<file path="src/rtl/ins_fetch_queue_if.sv">
// Handshake bundle for ins_fetch_queue: control inputs, ROM port and instruction queue head.
// stall_cnt exists only when INSQ_STALL_CNT_EN is defined.
interface ins_fetch_queue_if;
    logic        en;
    logic        pc_load;
    logic [15:0] pc_load_addr;
    logic [15:0] rom_addr;
    logic [15:0] rom_data;
    logic        ins_valid;
    logic [15:0] ins_data;
    logic [15:0] ins_addr;
    logic        ins_ready;
    logic [3:0]  q_count;
    logic        q_full;
    logic        q_empty;
`ifdef INSQ_STALL_CNT_EN
    logic [15:0] stall_cnt;
`endif

    modport slave (
        input  en, pc_load, pc_load_addr, rom_data, ins_ready,
`ifdef INSQ_STALL_CNT_EN
        output stall_cnt,
`endif
        output rom_addr, ins_valid, ins_data, ins_addr, q_count, q_full, q_empty
    );

    modport master (
        output en, pc_load, pc_load_addr, rom_data, ins_ready,
`ifdef INSQ_STALL_CNT_EN
        input  stall_cnt,
`endif
        input  rom_addr, ins_valid, ins_data, ins_addr, q_count, q_full, q_empty
    );
endinterface

</file>
<file path="src/rtl/ins_fetch_queue.sv">
// Instruction prefetch queue in front of a synchronous ROM: issues one address per cycle while
// space (queue + in-flight) remains, flushes on pc_load. Optional stall counter: INSQ_STALL_CNT_EN.
module ins_fetch_queue #(
    parameter int DEPTH = 4
) (
    input  logic             clk,
    input  logic             rst_n,
    ins_fetch_queue_if.slave bus
);
    localparam int              PW       = $clog2(DEPTH);
    localparam logic [PW-1:0]   PTR_ONE  = PW'(1);
    localparam logic [PW-1:0]   PTR_ZERO = PW'(0);
    localparam logic [4:0]      DEPTH_W  = 5'(DEPTH);
    localparam logic [3:0]      DEPTH_C  = 4'(DEPTH);

    typedef enum logic [1:0] {
        ST_IDLE  = 2'd0,
        ST_RUN   = 2'd1,
        ST_FLUSH = 2'd2
    } state_t;

    state_t        state_q, state_d;
    logic [15:0]   fetch_pc_q, fetch_pc_d;
    logic          pending_q, pending_d;
    logic [15:0]   pend_addr_q, pend_addr_d;
    logic [31:0]   mem_q [DEPTH];
    logic [31:0]   mem_d [DEPTH];
    logic [PW-1:0] rd_ptr_q, rd_ptr_d;
    logic [PW-1:0] wr_ptr_q, wr_ptr_d;
    logic [3:0]    count_q, count_d;
    logic          ins_valid_q, ins_valid_d;
    logic          q_full_q, q_full_d;
    logic          q_empty_q, q_empty_d;
    logic [15:0]   ins_data_q, ins_data_d;
    logic [15:0]   ins_addr_q, ins_addr_d;
    logic          issue_s, push_s, pop_s;

    // Next-state: flush has priority; otherwise issue, complete the pending read, and pop.
    always_comb begin
        state_d     = state_q;
        fetch_pc_d  = fetch_pc_q;
        pending_d   = pending_q;
        pend_addr_d = pend_addr_q;
        rd_ptr_d    = rd_ptr_q;
        wr_ptr_d    = wr_ptr_q;
        count_d     = count_q;
        issue_s     = 1'b0;
        push_s      = 1'b0;
        pop_s       = 1'b0;
        for (int i = 0; i < DEPTH; i++) begin
            mem_d[i] = mem_q[i];
        end

        if (bus.pc_load) begin
            state_d    = ST_FLUSH;
            fetch_pc_d = bus.pc_load_addr;
            pending_d  = 1'b0;
            rd_ptr_d   = PTR_ZERO;
            wr_ptr_d   = PTR_ZERO;
            count_d    = 4'd0;
        end else begin
            // Credit counts the in-flight word; a same-cycle pop does not free a slot.
            issue_s = bus.en && (({1'b0, count_q} + {4'd0, pending_q}) < DEPTH_W);
            push_s  = pending_q;
            pop_s   = ins_valid_q && bus.ins_ready;
            state_d = bus.en ? ST_RUN : ST_IDLE;

            // A pending read always lands this cycle, so pending only survives via a new issue.
            pending_d = issue_s;
            if (issue_s) begin
                pend_addr_d = fetch_pc_q;
                fetch_pc_d  = fetch_pc_q + 16'd1;
            end else begin
                pend_addr_d = pend_addr_q;
                fetch_pc_d  = fetch_pc_q;
            end

            if (push_s) begin
                mem_d[wr_ptr_q] = {bus.rom_data, pend_addr_q};
                wr_ptr_d        = wr_ptr_q + PTR_ONE;
            end else begin
                wr_ptr_d = wr_ptr_q;
            end

            if (pop_s) begin
                rd_ptr_d = rd_ptr_q + PTR_ONE;
            end else begin
                rd_ptr_d = rd_ptr_q;
            end

            case ({push_s, pop_s})
                2'b10:   count_d = count_q + 4'd1;
                2'b01:   count_d = count_q - 4'd1;
                default: count_d = count_q;
            endcase
        end

        ins_valid_d = (count_d != 4'd0);
        q_empty_d   = (count_d == 4'd0);
        q_full_d    = (count_d == DEPTH_C);
        if (ins_valid_d) begin
            ins_data_d = mem_d[rd_ptr_d][31:16];
            ins_addr_d = mem_d[rd_ptr_d][15:0];
        end else begin
            ins_data_d = 16'h0000;
            ins_addr_d = 16'h0000;
        end
    end

    // State, queue storage and registered outputs.
    always_ff @(posedge clk or negedge rst_n) begin
        if (!rst_n) begin
            state_q     <= ST_IDLE;
            fetch_pc_q  <= 16'h0000;
            pending_q   <= 1'b0;
            pend_addr_q <= 16'h0000;
            rd_ptr_q    <= PTR_ZERO;
            wr_ptr_q    <= PTR_ZERO;
            count_q     <= 4'd0;
            ins_valid_q <= 1'b0;
            q_full_q    <= 1'b0;
            q_empty_q   <= 1'b1;
            ins_data_q  <= 16'h0000;
            ins_addr_q  <= 16'h0000;
            for (int i = 0; i < DEPTH; i++) begin
                mem_q[i] <= 32'h0000_0000;
            end
        end else begin
            state_q     <= state_d;
            fetch_pc_q  <= fetch_pc_d;
            pending_q   <= pending_d;
            pend_addr_q <= pend_addr_d;
            rd_ptr_q    <= rd_ptr_d;
            wr_ptr_q    <= wr_ptr_d;
            count_q     <= count_d;
            ins_valid_q <= ins_valid_d;
            q_full_q    <= q_full_d;
            q_empty_q   <= q_empty_d;
            ins_data_q  <= ins_data_d;
            ins_addr_q  <= ins_addr_d;
            for (int i = 0; i < DEPTH; i++) begin
                mem_q[i] <= mem_d[i];
            end
        end
    end

    assign bus.rom_addr  = fetch_pc_q;
    assign bus.ins_valid = ins_valid_q;
    assign bus.ins_data  = ins_data_q;
    assign bus.ins_addr  = ins_addr_q;
    assign bus.q_count   = count_q;
    assign bus.q_full    = q_full_q;
    assign bus.q_empty   = q_empty_q;

`ifdef INSQ_STALL_CNT_EN
    logic [15:0] stall_cnt_q, stall_cnt_d;

    // Saturating count of cycles the head waits on the splitter; redirect clears it.
    always_comb begin
        if (bus.pc_load) begin
            stall_cnt_d = 16'h0000;
        end else if (ins_valid_q && !bus.ins_ready && (stall_cnt_q != 16'hFFFF)) begin
            stall_cnt_d = stall_cnt_q + 16'd1;
        end else begin
            stall_cnt_d = stall_cnt_q;
        end
    end

    // Stall counter register.
    always_ff @(posedge clk or negedge rst_n) begin
        if (!rst_n) begin
            stall_cnt_q <= 16'h0000;
        end else begin
            stall_cnt_q <= stall_cnt_d;
        end
    end

    assign bus.stall_cnt = stall_cnt_q;
`endif
endmodule

</file>
<file path="src/flat_wrapper.sv">
// flat-port wrapper written by rule: the top's interface ports become plain ports
module ins_fetch_queue_flat 
#(
    parameter int DEPTH = 4
)
  (clk, rst_n, bus_en, bus_pc_load, bus_pc_load_addr, bus_rom_data, bus_ins_ready, bus_rom_addr, bus_ins_valid, bus_ins_data, bus_ins_addr, bus_q_count, bus_q_full, bus_q_empty);
  ins_fetch_queue_if bus_i ();
  input  logic clk;
  input  logic rst_n;
  input wire logic [$bits(bus_i.en)-1:0] bus_en;
  input wire logic [$bits(bus_i.pc_load)-1:0] bus_pc_load;
  input wire logic [$bits(bus_i.pc_load_addr)-1:0] bus_pc_load_addr;
  input wire logic [$bits(bus_i.rom_data)-1:0] bus_rom_data;
  input wire logic [$bits(bus_i.ins_ready)-1:0] bus_ins_ready;
  output wire logic [$bits(bus_i.rom_addr)-1:0] bus_rom_addr;
  output wire logic [$bits(bus_i.ins_valid)-1:0] bus_ins_valid;
  output wire logic [$bits(bus_i.ins_data)-1:0] bus_ins_data;
  output wire logic [$bits(bus_i.ins_addr)-1:0] bus_ins_addr;
  output wire logic [$bits(bus_i.q_count)-1:0] bus_q_count;
  output wire logic [$bits(bus_i.q_full)-1:0] bus_q_full;
  output wire logic [$bits(bus_i.q_empty)-1:0] bus_q_empty;
  assign bus_i.en = bus_en;
  assign bus_i.pc_load = bus_pc_load;
  assign bus_i.pc_load_addr = bus_pc_load_addr;
  assign bus_i.rom_data = bus_rom_data;
  assign bus_i.ins_ready = bus_ins_ready;
  assign bus_rom_addr = bus_i.rom_addr;
  assign bus_ins_valid = bus_i.ins_valid;
  assign bus_ins_data = bus_i.ins_data;
  assign bus_ins_addr = bus_i.ins_addr;
  assign bus_q_count = bus_i.q_count;
  assign bus_q_full = bus_i.q_full;
  assign bus_q_empty = bus_i.q_empty;
  ins_fetch_queue #(.DEPTH(DEPTH)) u_core (.clk(clk), .rst_n(rst_n), .bus(bus_i));
endmodule
</file>
<file path="config.mk">
export PLATFORM = sky130hd
export DESIGN_NAME = ins_fetch_queue_flat
export DESIGN_NICKNAME = d
export VERILOG_FILES = /design/src/rtl/ins_fetch_queue_if.sv /design/src/rtl/ins_fetch_queue.sv /design/src/flat_wrapper.sv
export SDC_FILE = /design/constraint.sdc
export NUM_CORES = 1
export LEC_CHECK = 0
export ABC_AREA = 1
export BUFFER_PORTS_ARGS = -buffer_cell sky130_fd_sc_hd__buf_4
export CAP_MARGIN = 30
export CORE_MARGIN = 1.5
export CORE_UTILIZATION = 59
export DETAILED_ROUTE_END_ITERATION = 12
export PLACE_DENSITY = 0.91
export SETUP_SLACK_MARGIN = 0.02
export SLEW_MARGIN = 20
export SYNTH_ARGS = -nofsm -noshare
export SYNTH_HDL_FRONTEND = slang
export SYNTH_SLANG_ARGS = --single-unit
</file>
<file path="constraint.sdc">
create_clock -name clk -period 3 [get_ports clk]
set_clock_uncertainty 0.1 [all_clocks]
set_input_delay 0.6 -clock clk [delete_from_list [all_inputs] [get_ports clk]]
set_output_delay 0.6 -clock clk [all_outputs]
set_load 0.02 [all_outputs]
</file>
==> results by group <==
Synthesis
  – Top-area cell type share of the netlist area: 0.524
  – Fraction of synthesized area in multiplexers: 0
  – Area leader, netlist: sky130_fd_sc_hd__dfrtp_1
  – Ranking of synthesized cells by instance count: 324 x sky130_fd_sc_hd__inv_1, 318 x sky130_fd_sc_hd__nand2_1, 203 x sky130_fd_sc_hd__dfrtp_1
  – Leading register cell type out of synthesis: sky130_fd_sc_hd__dfrtp_1
  – Unique masters post-synth: 30
  – Dominant cell by count in the synthesized netlist: sky130_fd_sc_hd__inv_1
  – Compound-Gate Fraction of Synth Area: 0.125
  – Mapped cell area: 9690 sq um
  – Post-Synthesis Cells: 1,243
  – Synth area leaders: sky130_fd_sc_hd__dfrtp_1 52%, sky130_fd_sc_hd__inv_1 13%, sky130_fd_sc_hd__nand2_1 12%, sky130_fd_sc_hd__o21ai_1 5.6%, sky130_fd_sc_hd__o21ai_0 3.8%
  – Average footprint of a synthesized cell: 7.79 sq um
  – Share of synthesized cell area in full adder, half adder and majority cells: 0.0103
  – Simple logic cell fraction of the synthesized area: 0.174
  – Number of warnings printed during yosys synthesis: 0
  – Dominant combinational cell family by area after synthesis: simple AND/OR/NAND/NOR gates
  – Synthesized-area fraction occupied by xor and xnor cells: 0.00452
  – Async set-reset flop share out of synthesis: 1.00
  – Number of flops mapped to enable cells by yosys: 0
  – Post-synthesis net count: 1,288
  – Post-synthesis register bit count: 204
  – Proportion of synthesized chip area in sequential cells: 0.527

Die
  – Initial cell density of the core: 0.608
  – X dimension of the die: 131 um
  – Number of rows created at floorplan: 46
  – Core area: 15,900 sq um
  – Boundary Pins: 92
  – Die Area: 17,200 sq um
  – Chip height: 131 um

Timing
  – Unrepaired setup endpoints after global routing: no
  – Total of endpoints with negative setup slack in the final report: 0
  – Shortest period the worst path allows: 2.53 ns
  – Total Neg Setup Slack: 0 ns
  – Slew @ Worst Pin: 0.735 ns
  – Number of pins with negative max-slew slack in the final report: 0
  – Endpoints failing hold: 0
  – Worst hold slack across all endpoints: 0.0733 ns
  – Slew headroom: 0.510
  – Fmax: 395 MHz
  – Final Cycle Share: 0.844

Cells and area
  – Net total in the final layout: 1,360
  – Area growth from synthesis to layout: 15.1%
  – Fraction of final layout cells with drive strength greater than 1: 0.109
  – Number of antenna diodes: 0
  – Final Instance Area: 11,200 sq um
  – Number of non-filler instances in the completed layout: 1,541

Clock network
  – Number of buffers created by CTS: 21
  – H-Tree Level Count: 1
  – Clock tree from TritonCTS: yes
  – Number of resized instances in the post-cts repair step: 0
  – Sink Count: 204
  – Clock latency on the worst-skew pair: 0.49 ns
  – Maximum clock path buffer count: 3
  – Clock slew at reported path FFs: 0.06 ns
  – Total of hold buffers inserted after clock tree synthesis: 0
  – Root buf cell: sky130_fd_sc_hd__clkbuf_16
  – Post-CTS setup buffer count: 0

Drt
  – Antenna violation net count after detailed routing: 0
  – Number of DRC markers in iteration 0: 643
  – Pre-Repair DR Iteration Count: 5
  – Vias per std cell: 5.11
  – Final Routed Wirelength: 21,300 um
  – Vias: 7,876
  – Total DRC errors in the routed layout: 0
  – WL per Instance: 13.8 um

Flow run
  – Reported max-cap violation count: 0

Setup path
  – CP required: 3.32 ns
  – Endpoint type of the worst setup path: flop
  – Arrival time worst endpoint: 2.85 ns
  – Origin of the worst setup path: u_core.pending_q$_DFF_PN0_
  – Count of cells along the worst register-to-register path: 13
  – Crit path capture: u_core.bus.ins_data[10]$_DFF_PN0_
  – Startpoint class of the critical path: flop
  – Reg-to-Reg End: u_core.bus.ins_data[10]$_DFF_PN0_
  – Max FO, Critical Path: 34
  – Type of the setup path with the least slack: flop to flop
  – Setup slack, reg-to-reg: 0.47 ns
  – Critical register-to-register path startpoint: u_core.pending_q$_DFF_PN0_

GRT
  – Largest net degree at the start of global routing: 88
  – Number of antenna violations at the first check in global routing: 0
  – Total gr overflow: 0
  – Overall track demand over capacity in global routing: 0.255
  – Number of global-route vias before repair: 7,627
  – Wire length of the first global-routing pass: 36,400 um

Placed design
  – Final GP Congestion: 0.902
  – Count of buffers inserted at the top-level ports: 91
  – Area after DPL: 10,500 sq um
  – Half-perimeter wire length of the detailed placement result: 12,800 um
  – Post-placement cell count: 1,508

Pwr
  – IR drop worst, VDD: 560 uV
  – Static leakage: 0.00592 uW
  – Total power after layout: 10,200 uW
  – Areal power density over the cells: 911 nW/um^2

Outcome
  – Outcome: finished clean

Worst hold path
  – Hold crit path type: input pin to asynchronous set/reset pin
[layout make-up]
cell class | instances | area, sq um
well taps | 216 | 270
inverters | 328 | 1230
flip-flops and latches | 204 | 5110
multi-input cells | 657 | 3050
repair buffers | 103 | 867
clock inverters | 2 | 10.0
clock buffers | 31 | 613
fillers | 1165 | 4790
[layer usage]
metal / track usage / wire length, um / up-vias
li1: - / - / 3859
met1: 0.351 / 9240 / 3711
met5: 0 / 0 / -
met3: 0.0301 / 1120 / 36
met4: 0.0618 / 490 / 0
met2: 0.434 / 10500 / 270
[critical path, cell delays in order, from the launching register on]
cell and delay (ns):
sky130_fd_sc_hd__dfrtp_1 0.40, sky130_fd_sc_hd__inv_2 0.14, sky130_fd_sc_hd__ha_1 0.27, sky130_fd_sc_hd__nand2_1 0.07, sky130_fd_sc_hd__inv_1 0.07, sky130_fd_sc_hd__nor2_1 0.05
sky130_fd_sc_hd__ha_1 0.26, sky130_fd_sc_hd__o21ai_0 0.12, sky130_fd_sc_hd__o21ai_1 0.22, sky130_fd_sc_hd__inv_1 0.08, sky130_fd_sc_hd__nand3_2 0.07, sky130_fd_sc_hd__buf_4 0.38
sky130_fd_sc_hd__nand2_1 0.13, sky130_fd_sc_hd__inv_1 0.09
[kinds of logic (layout without fill, tap and decap cells)]
logic type      count (synthesis)  after routing
buf+inv                       382            464
xor+xnor                        5              5
simple gates                  410            410
fa+ha+maj                       8              8
flops                         204            204
compound gates                234            234
[power by group]
part / switching (uW) / internal (uW)
sequential: 487 / 3660
combinational: 2320 / 1310
clock: 983 / 1400
[worst min-delay path by stage]
stage                                           start                                to  slack (ns)  cells after the start
final                                           rst_n        u_core.mem_q[46]$_DFF_PN0_        0.07                      1
after global routing                            rst_n        u_core.mem_q[46]$_DFF_PN0_        0.13                      1
after CTS                                       rst_n       u_core.mem_q[110]$_DFF_PN0_        0.11                      1
after detailed placement   u_core.mem_q[50]$_DFF_PN0_        u_core.mem_q[50]$_DFF_PN0_        0.44                      4
after global placement    u_core.mem_q[113]$_DFF_PN0_       u_core.mem_q[113]$_DFF_PN0_        0.42                      4
after floorplan                                 rst_n  u_core.bus.ins_addr[0]$_DFF_PN0_        0.20                      0
[registers in the layout, summed over array words and instances, names as in the netlist, 2 cells and up]
register	cells
u_core.mem_q	128
u_core.bus.rom_addr	16
u_core.bus.ins_addr	16
u_core.bus.q_count	4
u_core.bus.ins_data	16
u_core.wr_ptr_q	2
u_core.pend_addr_q	16
u_core.rd_ptr_q	2
[per-stage QoR]
| stage | setup slack (ns) | util |
|---|---|---|
| final | 0.467 | 0.699 |
| after global placement | 0.391 | 0.660 |
| after CTS | 0.491 | 0.699 |
| after detailed placement | 0.229 | 0.660 |
| after global routing | 0.220 | 0.699 |
| after floorplan | 0.654 | - |
[cells in the final DEF (no fill, tap or decap), types with 4 or more instances in the layout]
master                      count
sky130_fd_sc_hd__ha_1           8
sky130_fd_sc_hd__clkbuf_8       6
sky130_fd_sc_hd__xor2_1         5
sky130_fd_sc_hd__nand2_1      318
sky130_fd_sc_hd__o211ai_1       5
sky130_fd_sc_hd__o21ai_1      109
sky130_fd_sc_hd__nor2_1        18
sky130_fd_sc_hd__nand3_1       57
sky130_fd_sc_hd__dfrtp_1      203
sky130_fd_sc_hd__inv_2          4
sky130_fd_sc_hd__clkbuf_16     21
sky130_fd_sc_hd__inv_1        324
sky130_fd_sc_hd__nor3_1         4
sky130_fd_sc_hd__clkbuf_1       5
sky130_fd_sc_hd__buf_12         7
sky130_fd_sc_hd__buf_4         95
sky130_fd_sc_hd__a21oi_1       37
sky130_fd_sc_hd__nand2_4        4
sky130_fd_sc_hd__o21ai_0       73
(Power assumes the default switching activity.)
